<file path="src/rtl/rom_reader_pkg.sv">
// Shared types and default parameters for the ROM stream reader.
package rom_reader_pkg;

  typedef enum logic [1:0] {
    IDLE   = 2'd0,
    FETCH  = 2'd1,
    DRAIN  = 2'd2,
    FINISH = 2'd3
  } reader_state_t;

  localparam int DEF_ADDR_W       = 16;
  localparam int DEF_DATA_W       = 8;
  localparam int DEF_READ_LATENCY = 2;
  localparam int DEF_FIFO_DEPTH   = 4;

endpackage

</file>
<file path="src/rtl/sync_fifo.sv">
// Show-ahead synchronous FIFO with occupancy count; DEPTH must be a power of 2.
module sync_fifo #(
  parameter int WIDTH = 9,
  parameter int DEPTH = 4,
  localparam int AW   = $clog2(DEPTH)
) (
  input  logic             clock,
  input  logic             reset_n,
  input  logic             i_push,
  input  logic [WIDTH-1:0] i_data,
  input  logic             i_pop,
  output logic [WIDTH-1:0] o_data,
  output logic [AW:0]      o_count,
  output logic             o_empty,
  output logic             o_full
);

  logic [WIDTH-1:0] r_mem [DEPTH];
  logic [AW-1:0]    r_wr_ptr;
  logic [AW-1:0]    r_rd_ptr;
  logic [AW:0]      r_count;
  logic             w_pop;

  assign o_empty = (r_count == '0);
  assign o_full  = (r_count == (AW+1)'(DEPTH));
  assign o_count = r_count;
  assign o_data  = r_mem[r_rd_ptr];
  assign w_pop   = i_pop && !o_empty;

  always_ff @(posedge clock) begin
    if (i_push) r_mem[r_wr_ptr] <= i_data;
  end

  always_ff @(posedge clock or negedge reset_n) begin
    if (!reset_n) begin
      r_wr_ptr <= '0;
      r_rd_ptr <= '0;
      r_count  <= '0;
    end else begin
      if (i_push) r_wr_ptr <= r_wr_ptr + AW'(1);
      if (w_pop)  r_rd_ptr <= r_rd_ptr + AW'(1);
      case ({i_push, w_pop})
        2'b10:   r_count <= r_count + (AW+1)'(1);
        2'b01:   r_count <= r_count - (AW+1)'(1);
        default: r_count <= r_count;
      endcase
    end
  end

  // Upstream credit accounting must keep this from ever firing.
  always_ff @(posedge clock) begin
    if (reset_n) begin
      assert (!(i_push && o_full && !i_pop)) else $error("sync_fifo overflow");
    end
  end

endmodule

</file>
<file path="src/rtl/rom_stream_reader.sv">
// Streams `length` ROM bytes from `base_addr` as valid/ready, hiding the fixed ROM latency.
//   state  | meaning
//   IDLE   | waiting for start
//   FETCH  | issuing reads while credits allow
//   DRAIN  | all reads issued, waiting for pipe and FIFO to empty
//   FINISH | one-cycle done pulse
module rom_stream_reader
  import rom_reader_pkg::*;
#(
  parameter int ADDR_W       = DEF_ADDR_W,
  parameter int DATA_W       = DEF_DATA_W,
  parameter int READ_LATENCY = DEF_READ_LATENCY,
  parameter int FIFO_DEPTH   = DEF_FIFO_DEPTH
) (
  input  logic              clock,
  input  logic              reset_n,
  input  logic              start,
  input  logic [ADDR_W-1:0] base_addr,
  input  logic [15:0]       length,
  output logic              busy,
  output logic              done,
  output logic [ADDR_W-1:0] rom_address,
  input  logic [DATA_W-1:0] rom_q,
  output logic              out_valid,
  input  logic              out_ready,
  output logic [DATA_W-1:0] out_data,
  output logic              out_last
);

  localparam int CNT_W = $clog2(FIFO_DEPTH) + 1;
  localparam logic [CNT_W:0] DEPTH_C = (CNT_W+1)'(FIFO_DEPTH);

  reader_state_t           r_state;
  reader_state_t           w_state_nxt;
  logic [ADDR_W-1:0]       r_addr;
  logic [15:0]             r_remaining;
  logic [READ_LATENCY-1:0] r_vpipe;
  logic [READ_LATENCY-1:0] r_lpipe;
  logic [CNT_W-1:0]        r_outstanding;
  logic [CNT_W-1:0]        w_outstanding_nxt;
  logic [READ_LATENCY:0]   w_vin;
  logic [READ_LATENCY:0]   w_lin;
  logic [CNT_W:0]          w_credit_used;
  logic                    w_issue;
  logic                    w_issue_last;
  logic                    w_tail;
  logic                    w_pop;
  logic [DATA_W:0]         w_fifo_data;
  logic [CNT_W-1:0]        w_fifo_count;
  logic                    w_fifo_empty;
  logic                    w_fifo_full;

  assign w_credit_used = {1'b0, r_outstanding} + {1'b0, w_fifo_count};
  assign w_issue       = (r_state == FETCH) && (w_credit_used < DEPTH_C);
  assign w_issue_last  = w_issue && (r_remaining == 16'd1);
  assign w_vin         = {r_vpipe, w_issue};
  assign w_lin         = {r_lpipe, w_issue_last};
  assign w_tail        = r_vpipe[READ_LATENCY-1];

  assign busy        = (r_state != IDLE);
  assign done        = (r_state == FINISH);
  assign rom_address = r_addr;
  assign out_valid   = !w_fifo_empty;
  assign out_data    = w_fifo_empty ? '0 : w_fifo_data[DATA_W-1:0];
  assign out_last    = !w_fifo_empty && w_fifo_data[DATA_W];
  assign w_pop       = out_valid && out_ready;

  always_comb begin
    w_outstanding_nxt = r_outstanding;
    case ({w_issue, w_tail})
      2'b10:   w_outstanding_nxt = r_outstanding + CNT_W'(1);
      2'b01:   w_outstanding_nxt = r_outstanding - CNT_W'(1);
      default: w_outstanding_nxt = r_outstanding;
    endcase
  end

  always_comb begin
    w_state_nxt = r_state;
    case (r_state)
      IDLE:   if (start) w_state_nxt = (length != 16'd0) ? FETCH : FINISH;
      FETCH:  if (w_issue_last) w_state_nxt = DRAIN;
      DRAIN:  if (r_outstanding == '0 && w_fifo_empty) w_state_nxt = FINISH;
      FINISH: w_state_nxt = IDLE;
      default: w_state_nxt = IDLE;
    endcase
  end

  always_ff @(posedge clock or negedge reset_n) begin
    if (!reset_n) begin
      r_state       <= IDLE;
      r_addr        <= '0;
      r_remaining   <= '0;
      r_vpipe       <= '0;
      r_lpipe       <= '0;
      r_outstanding <= '0;
    end else begin
      r_state <= w_state_nxt;
      if (r_state == IDLE && start && length != 16'd0) begin
        r_addr      <= base_addr;
        r_remaining <= length;
      end else if (w_issue) begin
        r_addr      <= r_addr + ADDR_W'(1);
        r_remaining <= r_remaining - 16'd1;
      end
      r_vpipe       <= w_vin[READ_LATENCY-1:0];
      r_lpipe       <= w_lin[READ_LATENCY-1:0];
      r_outstanding <= w_outstanding_nxt;
    end
  end

  // Entry = {last tag, data}; the pipe tail marks the cycle rom_q is valid.
  sync_fifo #(
    .WIDTH (DATA_W + 1),
    .DEPTH (FIFO_DEPTH)
  ) u_fifo (
    .clock   (clock),
    .reset_n (reset_n),
    .i_push  (w_tail),
    .i_data  ({r_lpipe[READ_LATENCY-1], rom_q}),
    .i_pop   (w_pop),
    .o_data  (w_fifo_data),
    .o_count (w_fifo_count),
    .o_empty (w_fifo_empty),
    .o_full  (w_fifo_full)
  );

  logic w_unused;
  assign w_unused = w_fifo_full;

endmodule

</file>
<file path="config.mk">
export PLATFORM = sky130hd
export DESIGN_NAME = rom_stream_reader
export DESIGN_NICKNAME = d
export VERILOG_FILES = /design/src/rtl/rom_reader_pkg.sv /design/src/rtl/sync_fifo.sv /design/src/rtl/rom_stream_reader.sv
export SDC_FILE = /design/constraint.sdc
export NUM_CORES = 1
export LEC_CHECK = 0
export ABC_AREA = 1
export CORE_UTILIZATION = 61
export CTS_CLUSTER_SIZE = 20
export DETAILED_ROUTE_END_ITERATION = 10
export DONT_BUFFER_PORTS = 1
export HOLD_SLACK_MARGIN = 0.02
export PLACE_DENSITY = 0.81
export SYNTH_ARGS = -nofsm -noshare
export SYNTH_HDL_FRONTEND = slang
export SYNTH_SLANG_ARGS = --single-unit
</file>
<file path="constraint.sdc">
create_clock -name clock -period 6.2 [get_ports clock]
set_input_delay 1.24 -clock clock [delete_from_list [all_inputs] [get_ports clock]]
set_output_delay 1.24 -clock clock [all_outputs]
set_load 0.005 [all_outputs]
</file>
# Yosys cells after proc, flatten, opt, wreduce, memory -nomap -nowiden
# Memory sizes are Yosys's and may differ from the RTL's.
# Cells that the tools add are included.
dict set report word_totals {
  regBits 48
  ramBits 36
  in_bits 44
  n_memories 1
}
# memory depth width rd rd_ports_with_merged_regs write_ports line
set mem_list {}
lappend mem_list {u_fifo.r_mem 4 9 1 0 1 sync_fifo.sv:18} ;# logic [WIDTH-1:0] r_mem [DEPTH];
dict set report op_classes {
  n_addsub 9
  order_cmp 1
  n_eq_ne 11
  n_mux 14
  n_reduce_logical 18
}
# cell n
set ops {}
lappend ops {{2-to-1 mux 16 bit} 4}
lappend ops {{adder 16 x 1 -> 16 bit (second input constant)} 1}
lappend ops {{== test 16 x 1 -> 1 bit (second input constant)} 1}
lappend ops {{nonzero test 16 bit} 1}
lappend ops {{subtractor 16 x 1 -> 16 bit (second input constant)} 1}
lappend ops {{one-hot mux 3 bit (2 select lines)} 2}
lappend ops {{== test 2 bit (second input constant)} 4}
lappend ops {{logical AND 1 bit} 8}
lappend ops {{2-to-1 mux 2 bit} 4}
lappend ops {{2-to-1 mux 8 bit} 1}
lappend ops {{one-hot mux 2 bit (4 select lines)} 1}
lappend ops {{nonzero test 2 bit} 4}
lappend ops {{adder 3 x 1 -> 3 bit (second input constant)} 2}
lappend ops {{== test 2 x 1 -> 1 bit (second input constant)} 3}
lappend ops {{zero test 3 bit} 2}
lappend ops {{!= test 2 bit (second input constant)} 3}
lappend ops {{subtractor 3 x 1 -> 3 bit (second input constant)} 2}
lappend ops {{adder 2 x 1 -> 2 bit (second input constant)} 2}
lappend ops {{adder 3 x 3 -> 4 bit} 1}
lappend ops {{< comparator 4 x 3 -> 1 bit (second input constant)} 1}
lappend ops {{AND reduction 3 bit} 1}
lappend ops {{zero test 2 bit} 1}
lappend ops {{2-to-1 mux 1 bit} 2}
lappend ops {{zero test 1 bit} 1}

# Logic depth before layout (Yosys ltp)
dict set report depth {
  ltp_word 6
  ltp_mapped 13
  mapped_depth_nobuf 12
}

# Modules after synthesis
# From an unflattened synthesis, not the netlist that was laid out.
dict set report hier_totals {
  cells_unflattened 585
  area_unflattened_um2 4986.0
}
# mod n_inst cells_per_inst area_per_inst_um2 seq_area_each_um2
set by_module_without_submodules {}
lappend by_module_without_submodules {rom_stream_reader 1 422 2999.1 1026.0}
lappend by_module_without_submodules {sync_fifo 1 163 1986.9 1256.2}

# Worst setup path before layout
# OpenSTA, ideal clock, no wires.
dict set report synth_path {
  path_type {in2reg}
  start {input out_ready}
  end {register u_fifo.r_count[2], in the netlist u_fifo.o_count[2]}
  setup_ns 0.124
  arrival_ns 2.380
  t_required_ns 6.076
  slack_ns 3.696
  cell_stages 8
  cell_sequence {inv_1 -> nor2_1 -> ha_1 -> inv_1 -> fa_1 -> a21oi_1 -> o21ai_0 -> xnor2_1}
}
dict set report synth_via {
  elab_chain_cells 4
  elab_cells_between_ends 6
}
# element line
set synth_rtl {}
lappend synth_rtl {{start, declared} rom_stream_reader.sv:25} ;# input logic out_ready,
lappend synth_rtl {{logical AND 1 bit (*)} rom_stream_reader.sv:66} ;# assign w_pop = out_valid && out_ready;
lappend synth_rtl {{logical AND 1 bit (*)} sync_fifo.sv:28} ;# assign w_pop = i_pop && !o_empty;
lappend synth_rtl {{== test 2 x 1 -> 1 bit or == test 2 bit (tied branches)} sync_fifo.sv:42} ;# case ({i_push, w_pop})
lappend synth_rtl {{one-hot mux 3 bit (2 select lines) or nonzero test 2 bit (tied branches)} -}
lappend synth_rtl {{end signal, assigned} sync_fifo.sv:43} ;# 2'b10: r_count <= r_count + (AW+1)'(1);
lappend synth_rtl {{end signal, assigned} sync_fifo.sv:44} ;# 2'b01: r_count <= r_count - (AW+1)'(1);
lappend synth_rtl {{end signal, assigned} sync_fifo.sv:45} ;# default: r_count <= r_count;
lappend synth_rtl {{end, declared} sync_fifo.sv:21} ;# logic [AW:0] r_count;
# Mark *: on every way between the ends. The rest lies on a longest branch, timed or not.
# A chain may end at the register's enable or synchronous reset.

# Final worst setup path
dict set report layout_path {
  start {register u_fifo.r_rd_ptr[0]}
  end {output out_data[4]}
}
dict set report layout_via {
  elab_chain_cells 2
}
# element line
set layout_rtl {}
lappend layout_rtl {{start, declared} sync_fifo.sv:20} ;# logic [AW-1:0] r_rd_ptr;
lappend layout_rtl {{start signal, assigned} sync_fifo.sv:41} ;# if (w_pop) r_rd_ptr <= r_rd_ptr + AW'(1);
lappend layout_rtl {{memory read (4 x 9 bit)} -}
lappend layout_rtl {{2-to-1 mux 8 bit} rom_stream_reader.sv:64} ;# assign out_data = w_fifo_empty ? '0 : w_fifo_data[DATA_W-1:0];
lappend layout_rtl {{end, declared} rom_stream_reader.sv:26} ;# output logic [DATA_W-1:0] out_data,
# No other way between the ends.

==> reports/qor.txt <==
post-route ant nets - 0
PortBufs - 0
multi-input logic area - 2036 um^2
critical path startpoint category - register
#FFs+latches synth - 84
logic gate share of total power - 0.421
reg-to-reg setup timing slack - 3.39 ns
Syn Std Cell Area - 4678 um^2
design area - 4881 um^2
part of the power in the clock network - 0.161
Post-Route Utilization - 0.6658
net switching power - 0.001082 W
fill count - 587
Fin Hold WS - 0.3603 ns
largest net degree at the start of global routing - 49
power share of the sequential group - 0.418
EDFF count, synth - 36
CTS Buf Count - 9
die height - 89.58 um
# clock sinks - 84
Max-cap violations - 0
crit path kind - register to primary output
post-synthesis compound-gate area fraction - 0.05001
die area - 8024 um^2
Routability Congestion - 0.9130
Hold Buf Count CTS - 0
PwrDens - 484.0 nW/um^2
syn nets - 638
worst-margin pin slew - 0.8611 ns
Leak - 2.235 nW
initial DRC count - 189
largest area contributor in the netlist - dfrtp_1
CTS clk-pin slew, worst paths - 0.09 ns
post_cts resized - 0
largest cells by area after synthesis - dfrtp_1 26%, edfxtp_1 23%, nand2_1 11%
TritonCTS clock tree - built
Max Fclk - 309.8 MHz
Clock Latency Late Sink - 0.37 ns
total grt overflow - 0
placed cell areas - 4691 um^2
die width - 89.58 um
final worst-path cycle share - 0.5207
Worst Hold Class - register to register
P_int - 0.001280 W
vias per std cell - 5.551
FF-to-FF path depth - 9
global-route usage over all layers - 0.2551
I/O pin cnt - 72
sequential fraction of the synthesis area - 0.4878
status - completed
Yosys cell types - 30
global-route wire length before repair - 15.39 mm
final hold violations - 0
Worst Hold Depth - 0
Vias - 3747
layout cells sized above 1 - 0.05382
initial antenna violation count - 0
Gate Count Post-Synth - 576
main combinational cell family by area after synthesis - simple AND/OR/NAND/NOR gates
Post-synth top cells - 143 x nand2_1, 84 x nor2_1, 82 x nand3_1, 58 x inv_1, 48 x dfrtp_1
WL/cell - 14.44 um
CP required - 4.96 ns
Root Buffer - clkbuf_8
post-synthesis simple-gate area fraction - 0.3020
proportion of synthesized area in mux cells - 0
drt pass-1 iters - 5
antenna diode count - 0
Layout area overhead - 4.333%
Max Transition Viols Final - 0
Critical Path Sink Type - primary output
sw frac - 0.4582
main flop type after synthesis - dfrtp_1
capture point of the worst reg-to-reg path - r_outstanding[1]
Hold Crit Start - r_vpipe[0]
post-synthesis xor/xnor area fraction - 0.03183
clk_skew - 0.01286 ns
FFs w/ async S/R, synth - 0.5714
most common cell in the netlist - nand2_1
vias in the first global route - 3394
Max clock buf depth - 2
Ys Warns - 0
peak supply drop - 0.2342 mV
RR Startpoint - r_outstanding[2]
Post-CTS Setup Bufs - 0
dpl hpwl - 6.745 mm
Setup violations, final - 0
Final TNS setup - 0 ns
Min-Delay Endpoint - r_vpipe[1]
num rows - 31
area of the core - 7331 um^2
WP data arrival - 1.99 ns
Mean Syn Cell Area - 8.122 um^2
final WL - 9.746 mm
relative slew slack - 0.4239
area share of fa/ha/maj cells after synthesis - 0.05135
area share of the largest cell type after synthesis - 0.2568
minimum clock period - 3.228 ns
H-tree Lvls - 3
Crit Path Max Fanout - 21
nets - 633
Initial Utilization - 0.6382
DRC viols - 0
sequential standard cell area - 2282 um^2
RSZ-0062 raised after global routing - no
[how the worst max path moves through the flow]
stage | from | to | slack (ns) | cells after the start
after floorplan | out_ready | u_fifo.o_count[2] | 3.70 | 8
after global placement | length[10] | rom_address[9] | 3.27 | 8
final | u_fifo.r_rd_ptr[0] | out_data[4] | 2.97 | 3
after global routing | u_fifo.r_rd_ptr[0] | out_data[0] | 2.77 | 3
after detailed placement | length[10] | rom_address[15] | 3.20 | 8
after CTS | u_fifo.r_rd_ptr[0] | out_data[4] | 3.01 | 3
[layer usage]
metal  vias to the layer above  GRT usage  share of wire
met5                         -          0              0
met2                       113     0.4304           0.48
li1                       1849          -              -
met4                         0     0.1140          0.023
met1                      1767     0.3098           0.43
met3                        18    0.06490          0.068
[critical path: stages (launching register included)]
cell and delay, ns:
dfrtp_1 0.80, inv_1 0.42, o21ai_0 0.27, a21oi_1 0.13
[layout by cell type (no fill, tap or decap)]
cell        instances
nor3_2              1
clkbuf_8            9
inv_8               3
xor2_1             12
clkinv_1            1
dfrtp_1            48
a21oi_2             1
o21bai_1            2
or2_2               1
nand3b_1            3
nand4_1             6
nor3_1              5
nand2_1           143
ha_1               16
inv_1              58
nor2_4              1
clkinv_2            1
inv_2               2
o21ai_1             1
clkinvlp_4          2
nand2_2             2
edfxtp_1           36
xnor2_1             5
nand3_1            82
nor2_2              4
fa_1                2
nor2_1             84
a21oi_1            14
buf_4               2
inv_6               2
o21ai_0            27
[layout make-up]
type                       count  share of cell area
sequential                    84              0.4676
multi-input combinational    412              0.4171
inverter                      62             0.04794
clock buffer                   9             0.02538
tap                           99             0.02538
clock inverter                 7             0.01359
timing repair buffer           2            0.003076
[kinds of logic (layout without fill, tap and decap cells)]
| family | after synthesis | count (layout) |
|---|---|---|
| adder cells (fa/ha/maj) | 18 | 18 |
| flip-flops | 84 | 84 |
| buffers and inverters | 80 | 80 |
| AO/OA/AOI/OAI | 45 | 45 |
| AND/OR/NAND/NOR | 332 | 332 |
| XOR/XNOR | 17 | 17 |
[metrics by stage]
step | total power (W) | std cells | setup WS [ns]
finish | 0.002362 | 675 | 2.972
global route | 0.002577 | 675 | 2.772
CTS | 0.002369 | 675 | 3.006
detailed placement | 0.001989 | 659 | 3.197
global placement | 0.001936 | 659 | 3.271
floorplan | 0.001781 | 576 | 3.696
[power groups by stage]
stage | registers, W | clock network [W] | logic [W]
after floorplan | 0.000906 | 0 | 0.000875
after global placement | 0.000985 | 0 | 0.000951
after detailed placement | 0.000993 | 0 | 0.000996
after CTS | 0.000983 | 0.000386 | 0.00100
after global routing | 0.00101 | 0.000412 | 0.00115
final | 0.000987 | 0.000381 | 0.000995
[registers in the layout, summed over array words and instances, names as in the netlist]
signal and count:
r_remaining 16, rom_address 16, r_vpipe 2, u_fifo.r_wr_ptr 2
r_state 2, r_outstanding 3, u_fifo.o_count 3, r_lpipe 2
u_fifo.r_rd_ptr 2, u_fifo.r_mem 36
(Power assumes the default switching activity.)
